--- config.mk ---
export PLATFORM = sky130hd
export DESIGN_NAME = mmio_gpio_bank
export DESIGN_NICKNAME = d
export VERILOG_FILES = /design/src/rtl/mmio_gpio_pkg.sv /design/src/rtl/mmio_gpio_bank_in_sync.sv /design/src/rtl/mmio_gpio_bank.sv
export SDC_FILE = /design/constraint.sdc
export NUM_CORES = 1
export LEC_CHECK = 0
export ABC_AREA = 1
export ABC_CLOCK_PERIOD_IN_PS = 11010
export CORE_ASPECT_RATIO = 1.4
export CORE_MARGIN = 1.5
export CORE_UTILIZATION = 50
export DETAILED_ROUTE_END_ITERATION = 8
export PLACE_DENSITY = 0.77
export SYNTH_ARGS = -nofsm -noshare
export SYNTH_HDL_FRONTEND = slang
export SYNTH_SLANG_ARGS = --single-unit
--- constraint.sdc ---
create_clock -name CLK -period 11.01 [get_ports CLK]
set_clock_uncertainty 0.15 [all_clocks]
set_input_delay 1.101 -clock CLK [delete_from_list [all_inputs] [get_ports CLK]]
set_output_delay 1.101 -clock CLK [all_outputs]
set_load 0.005 [all_outputs]
--- src/rtl/mmio_gpio_pkg.sv ---
// Shared offsets, ID constant and the byte-lane merge helper for the GPIO bank.
package mmio_gpio_pkg;

  localparam logic [9:0] OFF_OUT    = 10'h000;
  localparam logic [9:0] OFF_IN     = 10'h100;
  localparam logic [9:0] OFF_STAT   = 10'h180;
  localparam logic [9:0] OFF_MASK   = 10'h1C0;
  localparam logic [9:0] OFF_CYC_LO = 10'h300;
  localparam logic [9:0] OFF_CYC_HI = 10'h304;
  localparam logic [9:0] OFF_ID     = 10'h3F0;

  localparam logic [7:0] ID_MAGIC = 8'h47;

  function automatic logic [31:0] byte_merge(input logic [31:0] old_v,
                                             input logic [31:0] new_v,
                                             input logic [3:0]  strb);
    logic [31:0] r;
    r = old_v;
    for (int b = 0; b < 4; b++) begin
      if (strb[b]) r[b*8 +: 8] = new_v[b*8 +: 8];
    end
    return r;
  endfunction

endpackage

--- src/rtl/mmio_gpio_bank_in_sync.sv ---
// One 32-bit input channel: 2-FF synchroniser followed by a previous-value
// register so a single-cycle rising-edge pulse can be derived.
module gpio_in_sync (
  input  logic        clk,
  input  logic        rst,
  input  logic [31:0] async_in,
  output logic [31:0] sync,
  output logic [31:0] rise
);

  logic [31:0] meta_q, meta_d;
  logic [31:0] sync_q, sync_d;
  logic [31:0] prev_q, prev_d;

  always_comb begin
    meta_d = async_in;
    sync_d = meta_q;
    prev_d = sync_q;
  end

  always_ff @(posedge clk or posedge rst) begin
    if (rst) begin
      meta_q <= '0;
      sync_q <= '0;
      prev_q <= '0;
    end else begin
      meta_q <= meta_d;
      sync_q <= sync_d;
      prev_q <= prev_d;
    end
  end

  assign sync = sync_q;
  assign rise = sync_q & ~prev_q;

endmodule

--- src/rtl/mmio_gpio_bank.sv ---
// Memory-mapped GPIO bank: strobed OUT registers, synchronised IN ports with
// sticky edge status/mask/IRQ. Optional cycle counter: MMIO_GPIO_CYCLE_COUNTER_EN.
module mmio_gpio_bank
  import mmio_gpio_pkg::*;
#(
  parameter logic [31:0] BASE_ADDR = 32'h0012_0000,
  parameter int          NCH_OUT   = 2,
  parameter int          NCH_IN    = 1,
  parameter logic [31:0] OUT_RESET = 32'h0000_0000
) (
  input  logic                  CLK,
  input  logic                  RST,
  input  logic                  CE,
  input  logic                  WE,
  input  logic [29:0]           MADDR,
  input  logic [31:0]           WDATA,
  input  logic [3:0]            WSTB,
  output logic [31:0]           RDATA,
  output logic                  HIT,
  output logic [NCH_OUT*32-1:0] GPIO_OUT,
  input  logic [NCH_IN*32-1:0]  GPIO_IN,
  output logic                  IRQ
);

  // Bus contract: CE qualifies the cycle; a write commits at this edge, a read
  // presents RDATA/HIT on the following cycle. No back-pressure, one access per cycle.
  logic       hit, wr, rd;
  logic [9:0] off;

  assign hit = CE && (MADDR[29:8] == BASE_ADDR[31:10]);
  assign wr  = hit && WE && (|WSTB);
  assign rd  = hit && !WE;
  assign off = {MADDR[7:0], 2'b00};

  logic       sel_out, sel_in, sel_stat, sel_mask, sel_id;
  logic [5:0] out_idx;
  logic [4:0] in_idx;
  logic [3:0] st_idx;

  assign sel_out  = (off[9:8] == OFF_OUT[9:8]);
  assign sel_in   = (off[9:7] == OFF_IN[9:7]);
  assign sel_stat = (off[9:6] == OFF_STAT[9:6]);
  assign sel_mask = (off[9:6] == OFF_MASK[9:6]);
  assign sel_id   = (off == OFF_ID);
  assign out_idx  = off[7:2];
  assign in_idx   = off[6:2];
  assign st_idx   = off[5:2];

  logic [31:0] out_q  [NCH_OUT];
  logic [31:0] out_d  [NCH_OUT];
  logic [31:0] stat_q [NCH_IN];
  logic [31:0] stat_d [NCH_IN];
  logic [31:0] mask_q [NCH_IN];
  logic [31:0] mask_d [NCH_IN];
  logic [31:0] sync_w [NCH_IN];
  logic [31:0] rise_w [NCH_IN];
  logic [31:0] rdata_q, rdata_d;
  logic        hit_q, hit_d;
  logic        irq_q, irq_d;
  logic [31:0] w1c;

  for (genvar j = 0; j < NCH_IN; j++) begin : g_in
    gpio_in_sync u_sync (
      .clk      (CLK),
      .rst      (RST),
      .async_in (GPIO_IN[j*32 +: 32]),
      .sync     (sync_w[j]),
      .rise     (rise_w[j])
    );
  end

  for (genvar i = 0; i < NCH_OUT; i++) begin : g_out
    assign GPIO_OUT[i*32 +: 32] = out_q[i];
  end

`ifdef MMIO_GPIO_CYCLE_COUNTER_EN
  logic        sel_cyc_lo, sel_cyc_hi;
  logic [63:0] cnt_q, cnt_d;
  logic [31:0] shadow_q, shadow_d;

  assign sel_cyc_lo = (off == OFF_CYC_LO);
  assign sel_cyc_hi = (off == OFF_CYC_HI);

  // Reading LO snapshots the high word so a LO-then-HI pair is coherent.
  always_comb begin
    cnt_d    = cnt_q + 64'd1;
    shadow_d = shadow_q;
    if (wr && sel_cyc_lo) begin
      cnt_d    = '0;
      shadow_d = '0;
    end else if (rd && sel_cyc_lo) begin
      shadow_d = cnt_q[63:32];
    end
  end

  always_ff @(posedge CLK or posedge RST) begin
    if (RST) begin
      cnt_q    <= '0;
      shadow_q <= '0;
    end else begin
      cnt_q    <= cnt_d;
      shadow_q <= shadow_d;
    end
  end
`endif

  assign w1c = byte_merge(32'h0, WDATA, WSTB);

  always_comb begin
    for (int i = 0; i < NCH_OUT; i++) begin
      out_d[i] = out_q[i];
      if (wr && sel_out && (out_idx == 6'(i))) out_d[i] = byte_merge(out_q[i], WDATA, WSTB);
    end
    irq_d = 1'b0;
    for (int j = 0; j < NCH_IN; j++) begin
      mask_d[j] = mask_q[j];
      if (wr && sel_mask && (st_idx == 4'(j))) mask_d[j] = byte_merge(mask_q[j], WDATA, WSTB);
      // Rise is OR-ed in after the clear so a coincident edge survives W1C.
      stat_d[j] = stat_q[j];
      if (wr && sel_stat && (st_idx == 4'(j))) stat_d[j] = stat_q[j] & ~w1c;
      stat_d[j] = stat_d[j] | rise_w[j];
      irq_d = irq_d | (|(stat_q[j] & mask_q[j]));
    end
  end

  always_comb begin
    hit_d   = rd;
    rdata_d = '0;
    if (rd) begin
      if (sel_out) begin
        for (int i = 0; i < NCH_OUT; i++) begin
          if (out_idx == 6'(i)) rdata_d = out_q[i];
        end
      end
      for (int j = 0; j < NCH_IN; j++) begin
        if (sel_in && (in_idx == 5'(j)))   rdata_d = sync_w[j];
        if (sel_stat && (st_idx == 4'(j))) rdata_d = stat_q[j];
        if (sel_mask && (st_idx == 4'(j))) rdata_d = mask_q[j];
      end
      if (sel_id) rdata_d = {ID_MAGIC, 8'(NCH_OUT), 8'(NCH_IN), 8'h01};
`ifdef MMIO_GPIO_CYCLE_COUNTER_EN
      if (sel_cyc_lo) rdata_d = cnt_q[31:0];
      if (sel_cyc_hi) rdata_d = shadow_q;
`endif
    end
  end

  always_ff @(posedge CLK or posedge RST) begin
    if (RST) begin
      for (int i = 0; i < NCH_OUT; i++) out_q[i] <= OUT_RESET;
      for (int j = 0; j < NCH_IN; j++) begin
        stat_q[j] <= '0;
        mask_q[j] <= '0;
      end
      rdata_q <= '0;
      hit_q   <= 1'b0;
      irq_q   <= 1'b0;
    end else begin
      for (int i = 0; i < NCH_OUT; i++) out_q[i] <= out_d[i];
      for (int j = 0; j < NCH_IN; j++) begin
        stat_q[j] <= stat_d[j];
        mask_q[j] <= mask_d[j];
      end
      rdata_q <= rdata_d;
      hit_q   <= hit_d;
      irq_q   <= irq_d;
    end
  end

  assign RDATA = rdata_q;
  assign HIT   = hit_q;
  assign IRQ   = irq_q;

endmodule

==> impl_metrics.json <==
{
  "clk_pin_slew_ns": 0.06,
  "htree_levels": 1,
  "drc": 0,
  "cts_tree": "yes",
  "cp-end-kind": "flop",
  "cts_resized": 0,
  "drtAntennaViolNets": 0,
  "fp.dieW_um": 128.1,
  "relSlewSlack_pct": 34.65,
  "worstPathMaxFanout": 36,
  "p_clk_share_pct": 45.3,
  "core-area_um2": 21360,
  "area_growth_pct": 26.31,
  "instances_no_fill": 1629,
  "dp_cells": 1583,
  "pwr-share-comb_pct": 4.9,
  "hpwl_mm": 18.72,
  "switching_share_pct": 21.83,
  "fin_setup_tns_ns": 0,
  "grt_pass1_wl_mm": 47.76,
  "synth.distinct_cells": 33,
  "ctsLongestPathBuffers": 3,
  "io_buffers": 199,
  "grt_pass1_vias": 9140,
  "synth_nets": 1245,
  "synth_edf_count": 0,
  "grtUsageTotal_pct": 26.71,
  "gp_congestion": 0.8473,
  "fin_crit_ns": 3.584,
  "status": "complete, no violations",
  "antenna_found_initial": 1,
  "cts_made_buffers": 25,
  "clockRootBuffer": "clkbuf_16",
  "seqPwrFrac_pct": 49.7,
  "arrival_ns": 3.83,
  "die_area_um2": 22820,
  "routed_wl_mm": 29.94,
  "max_freq_mhz": 279.0,
  "yosys_register_bits": 258,
  "power.switching_uw": 427.5,
  "drtIter0Drc": 921,
  "vias_per_cell": 5.516,
  "stdcell_area_um2": 13840,
  "vias": 8985,
  "die_h_um": 178.1,
  "cp.required_ns": 11.25,
  "netlist_top_cells_count": "nand2_1 (378), dfrtp_1 (258), nand4_1 (104)",
  "hp-class": "reg2reg",
  "yosysTopAreaCell": "dfrtp_1",
  "ioPinCount": 200,
  "grt-ovfl-total": 0,
  "design_power_total_mw": 1.958,
  "post_cts_buffers": 0,
  "ys_top_cells_by_area": "dfrtp_1 (59%), nand2_1 (13%), nand4_1 (5.9%), a21oi_1 (3.4%), inv_1 (2.7%)",
  "clk_latency_ns": 0.52,
  "post-route-period-util_pct": 32.55,
  "cts_sinks": 258,
  "synthFlopType": "dfrtp_1",
  "synth_cells": 1143,
  "power_per_cell_area_nw_per_um2": 141.6,
  "fp-row-count": 63,
  "whs_ns": 0.1974,
  "syn_area_um2": 10950,
  "first_pass_iters": 6,
  "hold_buffers": 0,
  "grt_max_degree": 114,
  "start_util_pct": 51.28,
  "seq_area_frac_synth_pct": 58.94,
  "crit_path_start_kind": "input port",
  "placed_area_um2": 12970,
  "syn_avg_cell_area_um2": 9.584,
  "drv_slew": 0,
  "drive_gt1_share_pct": 6.886,
  "routedWlPerCell_um": 18.38,
  "worst-setup-path-type": "in2reg",
  "nets": 1420,
  "hold_violations": 0,
  "synth_top_area_share_pct": 58.94,
  "yosysMostFrequentCell": "nand2_1",
  "peakVddDrop_mv": 0.1143,
  "yosys_warnings": 0,
  "drv_cap": 0,
  "worst_pin_slew_ns": 0.9802,
  "p_int_mw": 1.531,
  "async_flop_share_pct": 100.0,
  "rsz0062_at_grt": "no",
  "leakage_nw": 6.307,
  "setup_violations": 0
}
==> layout by cell type, fill, tap and decap left out, drive strengths merged <==
cell,count
a21oi,75
a22o,1
and3,1
buf,14
bufinv,2
clkbuf,36
clkdlybuf4s50,199
clkinv,4
clkinvlp,3
dfrtp,258
diode,1
inv,81
nand2,380
nand3,18
nand4,112
nor2,41
nor3,3
nor4,1
o211ai,25
o21a,25
o21ai,57
==> routing by layer <==
metal	global-route usage, %	share of wire [%]	wire length (um)
met1	32.90	38	11260
met2	46.15	51	15200
met3	3.989	7.4	2224
met4	12.69	4.2	1251
met5	0	0	0
==> power groups by stage <==
stage	Sequential, mW	Clock [mW]	Combinational [mW]
after detailed placement	0.992	0	0.0972
after CTS	0.974	0.901	0.0977
after global routing	0.976	0.940	0.107
final	0.974	0.888	0.0967
after global placement	0.991	0	0.0965
after floorplan	0.989	0	0.0429
==> per-stage QoR <==
step	worst slack, ns	util, %
floorplan	2.661	-
global placement	7.039	60.70
detailed placement	6.947	60.70
CTS	7.460	64.76
global route	7.249	64.77
finish	7.426	64.77
==> flip-flops by register name (all words and copies together) (netlist names) <==
signal,cells
GPIO_OUT,64
RDATA,32
g_in.u_sync.meta_q,32
g_in.u_sync.prev_q,32
g_in.u_sync.sync,32
mask_q,32
stat_q,32
HIT,1
IRQ,1
==> worst paths after layout <==
| check | start | endpoint | slack [ns] | depth (start not counted) |
|---|---|---|---|---|
| hold reg to reg | g_in[0].u_sync.meta_q[12]$_DFF_PP0_ | g_in[0].u_sync.sync[12]$_DFF_PP0_ | 0.20 | 0 |
| setup / recovery | MADDR[6] | mask_q[29]$_DFFE_PP0P_ | 7.43 | 8 |
| max in group asynchronous | RST | GPIO_OUT[55]$_DFFE_PP0P_ | 8.26 | 3 |
| hold / removal | g_in[0].u_sync.meta_q[12]$_DFF_PP0_ | g_in[0].u_sync.sync[12]$_DFF_PP0_ | 0.20 | 0 |
| min in group asynchronous | RST | g_in[0].u_sync.meta_q[19]$_DFF_PP0_ | 0.95 | 2 |
| setup reg to reg | mask_q[3]$_DFFE_PP0P_ | IRQ$_DFF_PP0_ | 9.58 | 4 |
==> layout make-up <==
class / count / area, um^2
antenna: 1 / 2.502
clock buffer: 36 / 757.0
clock inverter: 9 / 108.9
fill: 1701 / 7526
inverter: 81 / 312.8
multi-input combinational: 739 / 3736
sequential: 258 / 6456
tap: 292 / 365.4
timing repair buffer: 213 / 2097
==> critical path: stages <==
cell and delay [ns]:
clkdlybuf4s50_1 0.57, inv_1 0.09, nor2_1 0.19, nand3_2 0.57, clkinv_2 0.80, nand3_4 0.27
nand2_1 0.15, o21ai_1 0.07
==> cells by family (layout without fill, tap and decap cells) <==
kind of cell	after synthesis	after routing	share of synthesized area [%]
other	0	1	0
AOI/OAI and AO/OA	183	183	9.537
buffers and inverters	146	339	7.047
and+or+nand+nor	556	556	24.48
DFF	258	258	58.94
No activity file was read; power rests on OpenSTA's default activity.
